<file path="src/rtl/ann_frame_streamer_if.sv">
// Bundles the frame-streamer handshake signals: byte write port, 4-phase pixel
// handshake to the ANN engine, SNN start/done and status.
interface ann_frame_streamer_if #(
  parameter int DATA_W   = 8,
  parameter int C1_IN_CH = 4
);
  logic                         i_wr_valid;
  logic [DATA_W-1:0]            i_wr_data;
  logic                         o_wr_ready;
  logic                         o_data_req;
  logic [C1_IN_CH*DATA_W-1:0]   o_data_flat;
  logic                         i_data_ack;
  logic                         o_accelerator_start;
  logic                         i_accelerator_done;
  logic                         o_frame_done;
  logic                         o_busy;

  modport master (
    output i_wr_valid, i_wr_data, i_data_ack, i_accelerator_done,
    input  o_wr_ready, o_data_req, o_data_flat, o_accelerator_start,
           o_frame_done, o_busy
  );

  modport slave (
    input  i_wr_valid, i_wr_data, i_data_ack, i_accelerator_done,
    output o_wr_ready, o_data_req, o_data_flat, o_accelerator_start,
           o_frame_done, o_busy
  );
endinterface

</file>
<file path="src/rtl/ann_frame_streamer.sv">
// Frame buffer for the ANN->SNN accelerator: captures one frame of bytes, replays
// it pixel by pixel over a 4-phase req/ack handshake, then starts the SNN engine.
//
//  state       | meaning
//  S_LOAD      | accept channel bytes into the frame buffer
//  S_FETCH     | read the current pixel word into the output register
//  S_REQ       | req high, word stable, waiting for ack
//  S_ACK_LO    | req low, waiting for ack to return low
//  S_START     | one-cycle start pulse to the SNN engine
//  S_WAIT_DONE | waiting for SNN completion
module ann_frame_streamer #(
  parameter int DATA_W   = 8,
  parameter int C1_IN_CH = 4,
  parameter int IMG_W    = 9,
  parameter int IMG_H    = 8
) (
  input  logic                  clk,
  input  logic                  rst,
  ann_frame_streamer_if.slave   bus
);

  localparam int NUM_PIX = IMG_W * IMG_H;
  localparam int WORD_W  = C1_IN_CH * DATA_W;
  localparam int PIX_W   = (NUM_PIX > 1) ? $clog2(NUM_PIX) : 1;
  localparam int CH_W    = (C1_IN_CH > 1) ? $clog2(C1_IN_CH) : 1;

  typedef enum logic [2:0] {
    S_LOAD      = 3'd0,
    S_FETCH     = 3'd1,
    S_REQ       = 3'd2,
    S_ACK_LO    = 3'd3,
    S_START     = 3'd4,
    S_WAIT_DONE = 3'd5
  } state_t;

  state_t              state_q;
  logic [PIX_W-1:0]    pix_q;
  logic [CH_W-1:0]     ch_q;
  logic [WORD_W-1:0]   pack_q;
  logic [WORD_W-1:0]   pack_d;
  logic [WORD_W-1:0]   data_q;
  logic                req_q;
  logic                start_q;
  logic                fdone_q;
  logic [WORD_W-1:0]   frame_mem_q [NUM_PIX];

  logic wr_fire;
  logic last_ch;
  logic last_pix;

  assign wr_fire  = bus.i_wr_valid && (state_q == S_LOAD);
  assign last_ch  = (ch_q == CH_W'(C1_IN_CH - 1));
  assign last_pix = (pix_q == PIX_W'(NUM_PIX - 1));

  // The incoming byte is merged here so the last channel lands in the same write.
  always_comb begin
    pack_d = pack_q;
    pack_d[int'(ch_q)*DATA_W +: DATA_W] = bus.i_wr_data;
  end

  always_ff @(posedge clk) begin
    if (wr_fire && last_ch) begin
      frame_mem_q[pix_q] <= pack_d;
    end
  end

  always_ff @(posedge clk or posedge rst) begin
    if (rst) begin
      state_q <= S_LOAD;
      pix_q   <= '0;
      ch_q    <= '0;
      pack_q  <= '0;
      data_q  <= '0;
      req_q   <= 1'b0;
      start_q <= 1'b0;
      fdone_q <= 1'b0;
    end else begin
      start_q <= 1'b0;
      fdone_q <= 1'b0;
      case (state_q)
        S_LOAD: begin
          if (bus.i_wr_valid) begin
            pack_q <= pack_d;
            if (last_ch) begin
              ch_q <= '0;
              if (last_pix) begin
                pix_q   <= '0;
                state_q <= S_FETCH;
              end else begin
                pix_q <= pix_q + PIX_W'(1);
              end
            end else begin
              ch_q <= ch_q + CH_W'(1);
            end
          end
        end
        S_FETCH: begin
          data_q  <= frame_mem_q[pix_q];
          req_q   <= 1'b1;
          state_q <= S_REQ;
        end
        S_REQ: begin
          if (bus.i_data_ack) begin
            req_q   <= 1'b0;
            state_q <= S_ACK_LO;
          end
        end
        // Holding here until ack is low keeps req from rising over a stale ack.
        S_ACK_LO: begin
          if (!bus.i_data_ack) begin
            if (last_pix) begin
              start_q <= 1'b1;
              state_q <= S_START;
            end else begin
              pix_q   <= pix_q + PIX_W'(1);
              state_q <= S_FETCH;
            end
          end
        end
        S_START: begin
          state_q <= S_WAIT_DONE;
        end
        S_WAIT_DONE: begin
          if (bus.i_accelerator_done) begin
            fdone_q <= 1'b1;
            pix_q   <= '0;
            ch_q    <= '0;
            state_q <= S_LOAD;
          end
        end
        default: begin
          req_q   <= 1'b0;
          state_q <= S_LOAD;
        end
      endcase
    end
  end

  assign bus.o_wr_ready          = (state_q == S_LOAD);
  assign bus.o_busy              = (state_q != S_LOAD);
  assign bus.o_data_req          = req_q;
  assign bus.o_data_flat         = data_q;
  assign bus.o_accelerator_start = start_q;
  assign bus.o_frame_done        = fdone_q;

endmodule

</file>
<file path="src/flat_wrapper.sv">
// flat-port wrapper written by rule: the top's interface ports become plain ports
module ann_frame_streamer_flat 
#(
  parameter int DATA_W   = 8,
  parameter int C1_IN_CH = 4,
  parameter int IMG_W    = 9,
  parameter int IMG_H    = 8
)
  (clk, rst, bus_i_wr_valid, bus_i_wr_data, bus_i_data_ack, bus_i_accelerator_done, bus_o_wr_ready, bus_o_data_req, bus_o_data_flat, bus_o_accelerator_start, bus_o_frame_done, bus_o_busy);
  ann_frame_streamer_if #(.DATA_W(DATA_W), .C1_IN_CH(C1_IN_CH)) bus_i ();
  input  logic clk;
  input  logic rst;
  input wire logic [$bits(bus_i.i_wr_valid)-1:0] bus_i_wr_valid;
  input wire logic [$bits(bus_i.i_wr_data)-1:0] bus_i_wr_data;
  input wire logic [$bits(bus_i.i_data_ack)-1:0] bus_i_data_ack;
  input wire logic [$bits(bus_i.i_accelerator_done)-1:0] bus_i_accelerator_done;
  output wire logic [$bits(bus_i.o_wr_ready)-1:0] bus_o_wr_ready;
  output wire logic [$bits(bus_i.o_data_req)-1:0] bus_o_data_req;
  output wire logic [$bits(bus_i.o_data_flat)-1:0] bus_o_data_flat;
  output wire logic [$bits(bus_i.o_accelerator_start)-1:0] bus_o_accelerator_start;
  output wire logic [$bits(bus_i.o_frame_done)-1:0] bus_o_frame_done;
  output wire logic [$bits(bus_i.o_busy)-1:0] bus_o_busy;
  assign bus_i.i_wr_valid = bus_i_wr_valid;
  assign bus_i.i_wr_data = bus_i_wr_data;
  assign bus_i.i_data_ack = bus_i_data_ack;
  assign bus_i.i_accelerator_done = bus_i_accelerator_done;
  assign bus_o_wr_ready = bus_i.o_wr_ready;
  assign bus_o_data_req = bus_i.o_data_req;
  assign bus_o_data_flat = bus_i.o_data_flat;
  assign bus_o_accelerator_start = bus_i.o_accelerator_start;
  assign bus_o_frame_done = bus_i.o_frame_done;
  assign bus_o_busy = bus_i.o_busy;
  ann_frame_streamer #(.DATA_W(DATA_W), .C1_IN_CH(C1_IN_CH), .IMG_W(IMG_W), .IMG_H(IMG_H)) u_core (.clk(clk), .rst(rst), .bus(bus_i));
endmodule
</file>
<file path="config.mk">
export PLATFORM = sky130hd
export DESIGN_NAME = ann_frame_streamer_flat
export DESIGN_NICKNAME = d
export VERILOG_FILES = /design/src/rtl/ann_frame_streamer_if.sv /design/src/rtl/ann_frame_streamer.sv /design/src/flat_wrapper.sv
export SDC_FILE = /design/constraint.sdc
export NUM_CORES = 2
export LEC_CHECK = 0
export CAP_MARGIN = 5
export CORE_MARGIN = 2
export CORE_UTILIZATION = 30
export CTS_CLUSTER_DIAMETER = 40
export DETAILED_ROUTE_END_ITERATION = 12
export SLEW_MARGIN = 30
export SYNTH_ARGS = -nofsm -noshare
export SYNTH_HDL_FRONTEND = slang
export SYNTH_SLANG_ARGS = --single-unit
</file>
<file path="constraint.sdc">
create_clock -name clk -period 9.67 [get_ports clk]
set_input_delay 0.967 -clock clk [delete_from_list [all_inputs] [get_ports clk]]
set_output_delay 0.967 -clock clk [all_outputs]
set_load 0.02 [all_outputs]
</file>
==> impl_metrics.env <==
export IMPL_synth_fp_nets=5297
export IMPL_outcome="finished clean"
export IMPL_crit_path_top_delay_cell="a2111oi_1"
export IMPL_drive_gt1_share_pct=21.70
export IMPL_endpoint_kind="register"
export IMPL_cp_start_kind="register"
export IMPL_yosysSeqAreaShare_pct=76.78
export IMPL_drc=0
export IMPL_synthCells=5277
export IMPL_peakVddDrop_uv=374.4
export IMPL_r2r_cells=9
export IMPL_multi_input_area_um2=20550
export IMPL_cts_tree="yes"
export IMPL_ys_warn_count=0
export IMPL_power_density_nw_per_um2=333.3
export IMPL_p_switching_mw=13.77
export IMPL_num_vias=57196
export IMPL_switching_share_pct=36.87
export IMPL_grt_max_degree=110
export IMPL_rsz0062_at_grt="no"
export IMPL_grt_overflow=0
export IMPL_seq_area_um2=71180
export IMPL_path_class="register to register"
export IMPL_cts_buffers=347
export IMPL_ioPinCount=50
export IMPL_grt_pass1_wl_mm=447.5
export IMPL_max_slew_margin_rel_pct=15.76
export IMPL_cts_root_buf="clkbuf_16"
export IMPL_initial_core_util_pct=30.09
export IMPL_cts_resized_gates=0
export IMPL_first_pass_iters=9
export IMPL_grt_pass1_vias=54424
export IMPL_timing_critical_path_mode_cell="buf_4"
export IMPL_io_buffers=49
export IMPL_clock_latency_ns=0.98
export IMPL_hold_path_class="input pin to async pin"
export IMPL_die_area_um2=313400
export IMPL_syn_avg_cell_area_um2=17.56
export IMPL_cts_path_max_buffers=4
export IMPL_cp_required_ns=10.45
export IMPL_synth_distinct_cells=82
export IMPL_setup_violations=0
export IMPL_synth_seq_cells=2383
export IMPL_die_h_um=559.9
export IMPL_synth_edf_count=2304
export IMPL_total_power_mw=37.36
export IMPL_globalplace_congestion=0.9330
export IMPL_fin_nets=5573
export IMPL_syn_area_um2=92690
export IMPL_p_leak_nw=35.67
export IMPL_timing_final_crit_share_pct=53.47
export IMPL_regToRegStartpoint="u_core.pix_q[0]"
export IMPL_nFillCells=28259
export IMPL_maxClockFrequency_mhz=193.4
export IMPL_crit_chain="buf_12, nor2_4, buf_4, buf_4, a221oi_1, o221a_2, a211oi_1, a2111oi_1, a31oi_1"
export IMPL_hold_violations=0
export IMPL_h_tree_depth=5
export IMPL_pwr_share_seq_pct=35.3
export IMPL_core_um2=308100
export IMPL_wire_per_inst_um=32.93
export IMPL_max_cap_violations=0
export IMPL_grt_use_total_pct=20.15
export IMPL_slew_violations=0
export IMPL_synth_main_ff_cell="edfxtp_1"
export IMPL_worst_clock_skew_ns=0.08397
export IMPL_p_clk_share_pct=33.6
export IMPL_totalWireLength_mm=327.5
export IMPL_design_area_um2=112100
export IMPL_detail_route_antenna_nets=0
export IMPL_dp_hpwl_mm=189.2
export IMPL_period_minus_slack_ns=5.170
export IMPL_internal_power_mw=23.58
export IMPL_r2r_end="u_core.bus.o_data_flat[8]"
export IMPL_r2r_slack_ns=4.50
export IMPL_post_drt_via_cell_ratio=5.751
export IMPL_cts_setup_buffers=0
export IMPL_num_rows=204
export IMPL_clk_pin_slew_ns=0.05
export IMPL_drt_iter0_drc=9833
export IMPL_dpl_instance_area_um2=100400
export IMPL_crit_fanout=108
export IMPL_hold_buffers=0
export IMPL_area_growth_pct=20.91
export IMPL_cts_sinks=2383
export IMPL_antenna_found_initial=30
export IMPL_setup_slack_ns=4.500
export IMPL_chipWidth_um=559.9
export IMPL_critPathMaxStageDelay_ns=1.14
export IMPL_arrival_ns=5.95
export IMPL_worst_pin_slew_ns=1.260
export IMPL_combPwrFrac_pct=31.1
export IMPL_place_ws_ns=4.718
export IMPL_tns_ns=0
export IMPL_synthArstFlopShare_pct=3.315
## metal layers
layer | vias up | wire length, um | GRT usage [%]
met1 | 29548 | 117600 | 25.61
met3 | 938 | 40470 | 5.586
li1 | 22361 | - | -
met4 | 16 | 25750 | 13.34
met2 | 4333 | 143600 | 30.06
met5 | - | 97 | 0
## stage by stage
step | hold slack [ns] | std cells | utilization, %
2_1_floorplan | 0.5014 | 5277 | -
3_3_place_gp | 0.5370 | 9267 | 32.15
3_5_place_dp | 0.5428 | 9320 | 32.58
4_1_cts | 0.3640 | 9937 | 36.33
5_1_grt | 0.3929 | 9942 | 36.38
6_report | 0.3779 | 9945 | 36.38
## sequential cells by signal, summed over array words and instances, names as in the netlist
signal / count
u_core.bus.o_accelerator_start: 1
u_core.bus.o_data_flat: 32
u_core.bus.o_data_req: 1
u_core.bus.o_frame_done: 1
u_core.ch_q: 2
u_core.frame_mem_q: 2304
u_core.pack_q: 32
u_core.pix_q: 7
u_core.state_q: 3
## power by group through the flow
stage	Clock (mW)	Sequential (mW)	Combinational (mW)
2_1_floorplan	0	13.4	5.70
3_3_place_gp	0	13.4	10.9
3_5_place_dp	0	13.4	11.2
4_1_cts	12.6	13.2	11.2
5_1_grt	13.1	13.2	11.7
6_report	12.6	13.2	11.6
## placed cells by master, fill, tap and decap left out, types with 16 or more instances in the layout
cell,n
edfxtp_1,2304
clkbuf_16,357
nand2_1,254
a221oi_1,249
mux2i_1,236
a21oi_1,186
buf_4,177
a22oi_1,156
o21ai_0,156
nor2_1,137
mux4_2,131
mux2_2,128
o22ai_1,94
nor2_4,75
dfrtp_1,74
a211oi_1,50
clkdlybuf4s50_1,49
a22o_1,47
a221o_1,46
inv_1,43
clkinv_2,43
nor3_1,42
clkinv_4,41
buf_16,40
a222oi_1,38
bufinv_16,37
clkinv_1,33
o21ai_4,32
inv_6,32
clkinvlp_4,31
o2bb2ai_1,27
a31oi_1,27
clkbuf_1,27
o221ai_1,24
nor2b_1,23
nand3_1,17
a21bo_2,17
buf_6,16
## cell families after synthesis
family                     count (synthesis)  share of synthesized area, %
adders and majority gates                  7                       0.09449
xor gates and xnor gates                   4                       0.03779
AOI/OAI and AO/OA                       1316                         10.43
and+or+nand+nor                          647                         3.070
muxes                                    496                         7.303
buffers and inverters                    424                         2.287
DFF                                     2383                         76.78
## how the worst max path moves through the flow
stage / startpoint / endpoint / slack, ns / cells after the start
6_report: u_core.pix_q[0] / u_core.bus.o_data_flat[8] / 4.50 / 9
4_1_cts: u_core.pix_q[1] / u_core.bus.o_data_flat[3] / 4.72 / 8
2_1_floorplan: u_core.ch_q[0] / u_core.frame_mem_q[0][22] / 5.13 / 3
5_1_grt: u_core.pix_q[1] / u_core.bus.o_data_flat[26] / 4.64 / 10
3_3_place_gp: u_core.pix_q[2] / u_core.bus.o_data_flat[13] / 4.31 / 10
3_5_place_dp: u_core.pix_q[1] / u_core.bus.o_data_flat[3] / 4.72 / 8
## cell type report
class                      instances  share of cell area [%]
multi-input combinational       2470                   18.34
sequential                      2383                   63.51
clock buffer                     385                   8.064
clock inverter                   232                   2.247
tap                             4120                   4.600
inverter                          48                  0.1742
timing repair buffer             303                   3.059
antenna                            4                0.008931
## worst max-delay path, delay by kind of cell, from the launching register on
kind,cells,cell delay (ns)
compound gates,5,2.35
buf+inv,3,1.46
flops,1,0.73
simple gates,1,0.05
## cell usage after synthesis (all sizes together), types with 12 or more instances
master	n	area share (%)
edfxtp	2304	75
and2	22	0.15
clkbuf	124	0.50
o21ai	191	1.0
nand2	257	1.0
a22o	47	0.44
nand3	18	0.097
mux4	131	3.2
nor3	46	0.25
o221ai	24	0.23
mux2i	236	2.5
o2bb2ai	27	0.26
a21bo	18	0.19
a221o	46	0.50
o211ai	12	0.097
inv	48	0.19
a211oi	51	0.41
o32ai	19	0.18
o22ai	94	0.63
a221oi	251	2.4
o22a	12	0.11
a21oi	186	1.0
nor2b	29	0.20
a22oi	156	1.3
buf	252	1.6
a222oi	38	0.41
mux2	129	1.6
dfrtp	79	2.1
nor2	215	0.87
a31oi	27	0.18
No activity file was read; power rests on OpenSTA's default activity.
